`config.mk`:
```
export PLATFORM = sky130hd
export DESIGN_NAME = mem_stage_access
export DESIGN_NICKNAME = d
export VERILOG_FILES = /design/src/rtl/mem_stage_access.sv
export SDC_FILE = /design/constraint.sdc
export NUM_CORES = 1
export LEC_CHECK = 0
export CAP_MARGIN = 25
export CORE_ASPECT_RATIO = 0.7
export CORE_MARGIN = 1.5
export CORE_UTILIZATION = 45
export CTS_CLUSTER_DIAMETER = 80
export DETAILED_ROUTE_END_ITERATION = 12
export DONT_BUFFER_PORTS = 1
export PLACE_DENSITY = 0.67
export SLEW_MARGIN = 20
export SYNTH_ARGS = -nofsm -noshare
export SYNTH_HDL_FRONTEND = slang
export SYNTH_SLANG_ARGS = --single-unit
```
`constraint.sdc`:
```
create_clock -name clk -period 3.2 [get_ports clk]
set_input_delay 0.48 -clock clk [delete_from_list [all_inputs] [get_ports clk]]
set_output_delay 0.48 -clock clk [all_outputs]
set_load 0.03 [all_outputs]
```
`src/rtl/mem_stage_access.sv`:
```
// MEM-stage data-memory access: request FSM, stall generation, store lane alignment,
// load extension and the MEM/WB register. Optional macro MEM_STAGE_MISALIGN_TRAP_EN.
module mem_stage_access #(
  parameter int RESP_TIMEOUT = 0
) (
  input  logic        clk,
  input  logic        reset,
  input  logic        MEM_valid,
  input  logic [31:0] MEM_pc,
  input  logic [31:0] MEM_alu_out,
  input  logic [31:0] MEM_rs2_out,
  input  logic        MEM_cmp_out,
  input  logic        MEM_mem_read,
  input  logic        MEM_mem_write,
  input  logic [2:0]  MEM_funct3,
  input  logic [31:0] dmem_rdata,
  input  logic        dmem_resp,
  output logic        dmem_read,
  output logic        dmem_write,
  output logic [31:0] dmem_address,
  output logic [31:0] dmem_wdata,
  output logic [3:0]  dmem_byte_enable,
  output logic        mem_stall,
  output logic        WB_valid,
  output logic [31:0] WB_pc,
  output logic [31:0] WB_alu_out,
  output logic        WB_cmp_out,
  output logic [31:0] WB_rdata,
  output logic        WB_fault
);

  localparam logic [0:0] S_IDLE   = 1'b0;
  localparam logic [0:0] S_ACCESS = 1'b1;
  localparam int CW = (RESP_TIMEOUT > 1) ? $clog2(RESP_TIMEOUT + 1) : 1;

  logic [0:0]    state_q, state_d;
  logic [CW-1:0] cnt_q, cnt_d;
  logic          read_q, read_d, write_q, write_d;
  logic [31:0]   addr_q, addr_d, wdata_q, wdata_d;
  logic [3:0]    be_q, be_d;
  logic [2:0]    funct3_q, funct3_d;
  logic [1:0]    offs_q, offs_d;
  logic          wb_valid_q, wb_valid_d, wb_cmp_q, wb_cmp_d, wb_fault_q, wb_fault_d;
  logic [31:0]   wb_pc_q, wb_pc_d, wb_alu_q, wb_alu_d, wb_rdata_q, wb_rdata_d;

  logic        req, is_read, is_write, misaligned, in_access, timeout, stall;
  logic [1:0]  a;
  logic [3:0]  be_new;
  logic [31:0] wdata_new, rdata_ext;
  logic [7:0]  ld_byte;
  logic [15:0] ld_half;

  assign a         = MEM_alu_out[1:0];
  assign req       = MEM_valid & (MEM_mem_read | MEM_mem_write);
  assign is_read   = MEM_mem_read;
  assign is_write  = MEM_mem_write & ~MEM_mem_read;
  assign in_access = (state_q == S_ACCESS);

`ifdef MEM_STAGE_MISALIGN_TRAP_EN
  always_comb begin
    case (MEM_funct3[1:0])
      2'b00:   misaligned = 1'b0;
      2'b01:   misaligned = a[0];
      default: misaligned = (a != 2'b00);
    endcase
  end
`else
  assign misaligned = 1'b0;
`endif

  generate
    if (RESP_TIMEOUT > 0) begin : g_timeout
      // Fires in the Nth response-less ACCESS cycle so the strobe lasts exactly N cycles.
      assign timeout = in_access & (cnt_q == CW'(RESP_TIMEOUT - 1));
    end else begin : g_no_timeout
      assign timeout = 1'b0;
    end
  endgenerate

  always_comb begin
    be_new    = 4'hF;
    wdata_new = MEM_rs2_out;
    if (is_write) begin
      case (MEM_funct3[1:0])
        2'b00: begin
          be_new    = 4'b0001 << a;
          wdata_new = {4{MEM_rs2_out[7:0]}};
        end
        2'b01: begin
          be_new    = 4'b0011 << {a[1], 1'b0};
          wdata_new = {2{MEM_rs2_out[15:0]}};
        end
        default: begin
          be_new    = 4'hF;
          wdata_new = MEM_rs2_out;
        end
      endcase
    end
  end

  always_comb begin
    case (offs_q)
      2'd0:    ld_byte = dmem_rdata[7:0];
      2'd1:    ld_byte = dmem_rdata[15:8];
      2'd2:    ld_byte = dmem_rdata[23:16];
      default: ld_byte = dmem_rdata[31:24];
    endcase
    ld_half = offs_q[1] ? dmem_rdata[31:16] : dmem_rdata[15:0];
    case (funct3_q)
      3'b000:  rdata_ext = {{24{ld_byte[7]}}, ld_byte};
      3'b100:  rdata_ext = {24'h0, ld_byte};
      3'b001:  rdata_ext = {{16{ld_half[15]}}, ld_half};
      3'b101:  rdata_ext = {16'h0, ld_half};
      default: rdata_ext = dmem_rdata;
    endcase
  end

  always_comb begin
    state_d  = state_q;
    cnt_d    = cnt_q;
    read_d   = read_q;
    write_d  = write_q;
    addr_d   = addr_q;
    wdata_d  = wdata_q;
    be_d     = be_q;
    funct3_d = funct3_q;
    offs_d   = offs_q;
    stall    = 1'b0;
    if (!in_access) begin
      if (req && !misaligned) begin
        state_d  = S_ACCESS;
        cnt_d    = '0;
        read_d   = is_read;
        write_d  = is_write;
        addr_d   = {MEM_alu_out[31:2], 2'b00};
        wdata_d  = wdata_new;
        be_d     = be_new;
        funct3_d = MEM_funct3;
        offs_d   = a;
        stall    = 1'b1;
      end
    end else if (dmem_resp || timeout) begin
      state_d = S_IDLE;
      read_d  = 1'b0;
      write_d = 1'b0;
    end else begin
      cnt_d = cnt_q + 1'b1;
      stall = 1'b1;
    end
  end

  always_comb begin
    wb_valid_d = wb_valid_q;
    wb_pc_d    = wb_pc_q;
    wb_alu_d   = wb_alu_q;
    wb_cmp_d   = wb_cmp_q;
    wb_rdata_d = wb_rdata_q;
    wb_fault_d = wb_fault_q;
    if (!stall) begin
      wb_valid_d = MEM_valid;
      wb_pc_d    = MEM_pc;
      wb_alu_d   = MEM_alu_out;
      wb_cmp_d   = MEM_cmp_out;
      wb_rdata_d = '0;
      wb_fault_d = 1'b0;
      // An unstalled ACCESS cycle means either a response or a timeout; response wins.
      if (in_access) begin
        if (dmem_resp) begin
          if (read_q) wb_rdata_d = rdata_ext;
        end else begin
          wb_fault_d = 1'b1;
        end
      end else if (req && misaligned) begin
        wb_fault_d = 1'b1;
      end
    end
  end

  always_ff @(posedge clk) begin
    if (reset) begin
      state_q    <= S_IDLE;
      cnt_q      <= '0;
      read_q     <= 1'b0;
      write_q    <= 1'b0;
      addr_q     <= '0;
      wdata_q    <= '0;
      be_q       <= '0;
      funct3_q   <= '0;
      offs_q     <= '0;
      wb_valid_q <= 1'b0;
      wb_pc_q    <= '0;
      wb_alu_q   <= '0;
      wb_cmp_q   <= 1'b0;
      wb_rdata_q <= '0;
      wb_fault_q <= 1'b0;
    end else begin
      state_q    <= state_d;
      cnt_q      <= cnt_d;
      read_q     <= read_d;
      write_q    <= write_d;
      addr_q     <= addr_d;
      wdata_q    <= wdata_d;
      be_q       <= be_d;
      funct3_q   <= funct3_d;
      offs_q     <= offs_d;
      wb_valid_q <= wb_valid_d;
      wb_pc_q    <= wb_pc_d;
      wb_alu_q   <= wb_alu_d;
      wb_cmp_q   <= wb_cmp_d;
      wb_rdata_q <= wb_rdata_d;
      wb_fault_q <= wb_fault_d;
    end
  end

  assign dmem_read        = read_q;
  assign dmem_write       = write_q;
  assign dmem_address     = addr_q;
  assign dmem_wdata       = wdata_q;
  assign dmem_byte_enable = be_q;
  assign mem_stall        = stall;
  assign WB_valid         = wb_valid_q;
  assign WB_pc            = wb_pc_q;
  assign WB_alu_out       = wb_alu_q;
  assign WB_cmp_out       = wb_cmp_q;
  assign WB_rdata         = wb_rdata_q;
  assign WB_fault         = wb_fault_q;

endmodule

```
## After elaboration in Yosys (flattened, before gate mapping)

Cells that the tools add are included.

- Register bits: 173
- Input port bits: 138
- Output and inout bits: 170
- Logic and storage cells: 53

- Eq/ne operators: 7
- Shift-type cells: 2
- Muxes and demuxes: 19
- Bitwise logic cells: 5
- Reduce and logical (&&, ||, !) cells: 6

Operators by type and width:

| operator | number |
|---|---|
| $mux 32 | 4 |
| $pmux 32 s4 | 1 |
| $pmux 32 s2 | 1 |
| $pmux 8 s3 | 1 |
| $mux 16 | 1 |
| $mux 1 | 9 |
| $pmux 4 s2 | 1 |
| $eq 3x3->1 const B | 2 |
| $eq 2x1->1 const B | 2 |
| $logic_not 2->1 | 2 |
| $mux 4 | 1 |
| $reduce_and 2->1 | 2 |
| $shl 1x2->4 const A | 1 |
| $shl 2x2->4 const A | 1 |
| $eq 3x1->1 const B | 1 |
| $logic_not 3->1 | 1 |
| $and 1x1->1 | 2 |
| $eq 2x2->1 const B | 1 |
| $ne 2x2->1 const B | 1 |
| $not 1->1 | 2 |
| $reduce_bool 2->1 | 1 |
| $or 1x1->1 | 1 |

## Depth between registers and ports, before layout

- Word-level depth: 6
- Depth in mapped cells: 9
- Depth with buffers taken out: 6

## Worst setup path after synthesis

Ideal clock, no wire load.

- Path kind: input to output
- Start: input MEM_mem_read
- End: output mem_stall
- Arrival: 1514 ps
- Data required time: 2720 ps
- Path slack: 1206 ps
- Stages on the path: 5
- Buffers on the path: 2
- Cell sequence: clkbuf_1 > nor2_1 > o21a_2 > inv_2 > clkbuf_1

- Longest elaborated chain between the ends: 4

Ends and longest elaborated chain:

| what | line | source |
|---|---|---|
| start, declared | 13 | `input logic MEM_mem_read,` |
| $or 1x1->1 | 54 | `assign req = MEM_valid & (MEM_mem_read \| MEM_mem_write);` |
| $and 1x1->1 | 54 |  |
| $mux 1 | 130 | `if (req && !misaligned) begin` |
| $mux 1 | 129 | `if (!in_access) begin` |
| end, declared | 23 | `output logic mem_stall,` |

No other way between the ends.

## Final worst setup path

- Start: register state_q, in the netlist in_access
- End: output mem_stall

- Longest elaborated chain between the ends: 1

Ends and longest elaborated chain:

| what | line | source |
|---|---|---|
| start, declared | 36 | `logic [0:0] state_q, state_d;` |
| start signal, assigned | 197 | `state_q <= state_d;` |
| $mux 1 | 129 |  |

No other way between the ends.

==> results.json <==
{
  "synth_edf_count": 0,
  "grtUsageTotal_pct": 23.1,
  "ctsResizeCount": 0,
  "rsz0062_at_grt": "no",
  "cts_sinks": 173,
  "place.gp.congestion": 0.829,
  "start_util_pct": 45.8,
  "clk_latency_ns": 0.42,
  "syn_area_per_cell_sq_um": 8.32,
  "cp-end-kind": "output port",
  "critPathSlowestCell": "inv_2",
  "synth_top_area_share_pct": 51.9,
  "hp-class": "input port to register",
  "finalCritPeriodShare_pct": 78.7,
  "power_leakage_nw": 2.71,
  "regArea_sq_um": 3460,
  "die_x_um": 149,
  "fin_worst_skew_ns": 0.00993,
  "routed_wl_um": 18600,
  "setup_viol": 0,
  "wl_per_cell_um": 19.1,
  "worstMarginPinSlew_ns": 0.944,
  "clock_path_buffers": 2,
  "p_total_mw": 5.27,
  "core.rowCount": 37,
  "ioPinCount": 308,
  "grt_max_degree": 143,
  "netlist_top_cells_area": "dfxtp_1 52%, nand2_1 14%, a21oi_1 11%",
  "synth_commonest_cells": "256 x nand2_1, 173 x dfxtp_1, 144 x a21oi_1, 30 x clkbuf_1, 23 x o211ai_1",
  "crit_path_start_kind": "register",
  "vias": 5653,
  "p_per_area_nw_per_um2": 715,
  "port_buffers": 0,
  "synth_area_sq_um": 6680,
  "drive_above_1_share_pct": 7.56,
  "via_per_inst": 5.80,
  "nets": 905,
  "numCtsBuffers": 17,
  "n_fill_cell": 1406,
  "ys.warnings.count": 0,
  "finalHoldViolCount": 0,
  "grt.overflow.total": 0,
  "drt_iter0_drc": 406,
  "post-synth-top-count-cell": "nand2_1",
  "cts-htree-levels": 4,
  "post-cts-setup-buffers": 0,
  "crit_buf_inv": 2,
  "n_antenna_cell": 0,
  "holdWs_ns": 0.124,
  "cp.required_ns": 2.72,
  "holdBufCountCts": 0,
  "crit_type": "register to output port",
  "synthArstFlopShare_pct": 0,
  "drv_slew": 0,
  "first_pass_iters": 6,
  "ant_nets": 0,
  "fmax_mhz": 397,
  "path_cells": "nand2b_1 -> o21a_2 -> inv_2 -> buf_12",
  "ys_seq_area_share_pct": 51.9,
  "synthDistinctLibCells": 42,
  "period_needed_ns": 2.52,
  "outcome": "complete, no violations",
  "grt_antenna_before_repair": 0,
  "grt_pass1_wl_um": 28200,
  "ir_drop_mv": 0.421,
  "syn2layout_area_growth_pct": 10.3,
  "remaining_drc_errors": 0,
  "setup-tns-final_ns": 0,
  "synthCells": 803,
  "slowest_delay_ns": 0.44,
  "ys_seq_elements": 173,
  "grt_pass1_vias": 5135,
  "cap_viol_max_count": 0,
  "path_clk_slew_ns": 0.07,
  "die_h_um": 105,
  "slew_headroom_pct": 36.8,
  "core_region_area_sq_um": 14600,
  "die_area_sq_um": 15600,
  "cts_tree": "yes",
  "crit_family": "buffers and inverters",
  "cp_max_fo": 39,
  "multi_input_area_sq_um": 2880,
  "synth_top_cell_by_area": "dfxtp_1",
  "post-dp-hpwl_um": 13200,
  "ctsRootBufferMaster": "clkbuf_16",
  "crit_arrival_ns": 2.04,
  "yosys_most_used_dff": "dfxtp_1"
}
==> layer usage <==
metal	global-route usage (%)	vias to the layer above	part of all wire (%)
met5	0	-	0
met4	6.01	0	0.90
met3	11.3	19	12
met2	36.6	292	47
met1	27.8	2686	40
li1	-	2656	-
==> power by group <==
group	total, mW	internal (mW)	leakage (nW)	switching, mW
clock	2.29	1.40	0.315	0.890
sequential	2.62	2.28	1.42	0.338
combinational	0.359	0.129	0.974	0.230
total	5.27	3.81	2.71	1.46
==> kinds of logic (layout without fill, tap and decap cells) <==
logic type / Yosys count / after routing / share of synthesized area, %
AOI/OAI and AO/OA: 234 / 234 / 21.8
other: 1 / 2 / 0.0561
buffers and inverters: 77 / 53 / 5.32
muxes: 17 / 17 / 2.59
and+or+nand+nor: 301 / 301 / 18.3
DFF: 173 / 173 / 51.9
==> through the flow <==
stage               worst slack, ns  std cells  cell area, sq um  util [%]
CTS                           0.648        975              7370      50.5
detailed placement            0.945        943              6710      46.0
floorplan                      1.21        804              6680         -
finish                        0.682        975              7370      50.5
global placement               1.06        943              6710      46.0
global route                  0.547        975              7370      50.5
==> worst paths after layout <==
path	from	end	slack [ns]	depth (start not counted)
max	in_access	mem_stall	0.68	4
min	reset	dmem_wdata[19]	0.12	1
max reg2reg	in_access	WB_rdata[26]	0.96	6
min reg2reg	offs_q[0]	offs_q[0]	0.52	2
==> placed cells by master (no fill, tap or decap), types with 2 or more instances in the layout <==
cell type and instances:
nor3_1 2, bufinv_16 5, nand2_1 256, clkbuf_16 17
o2bb2ai_1 7, o211ai_1 23, nand2b_1 4, a21oi_1 144
a222oi_1 8, nor3b_2 2, inv_8 2, buf_4 6
clkinvlp_4 2, mux2_2 2, mux2i_1 15, and2_1 2
a221o_1 6, o21ai_0 18, a211oi_1 2, inv_1 11
o21a_1 7, inv_6 3, nor2_1 13, conb_1 2
nor2b_1 10, dfxtp_1 173, a221o_2 10, or3_1 8
==> area by class of cell <==
cell class,instances,share of cell area [%]
Sequential cell,173,47.0
Multi-Input combinational cell,554,39.1
Clock buffer,18,5.83
Tap cell,195,3.31
Clock inverter,14,3.09
Timing Repair Buffer,7,0.883
Inverter,14,0.747
==> sequential cells by signal (all words and copies together), names as in the netlist, 2 cells and up <==
signal	count
WB_alu_out	32
WB_pc	32
WB_rdata	32
dmem_wdata	32
dmem_address	30
dmem_byte_enable	4
funct3_q	3
offs_q	2
Power figures use the tool's default switching activity.
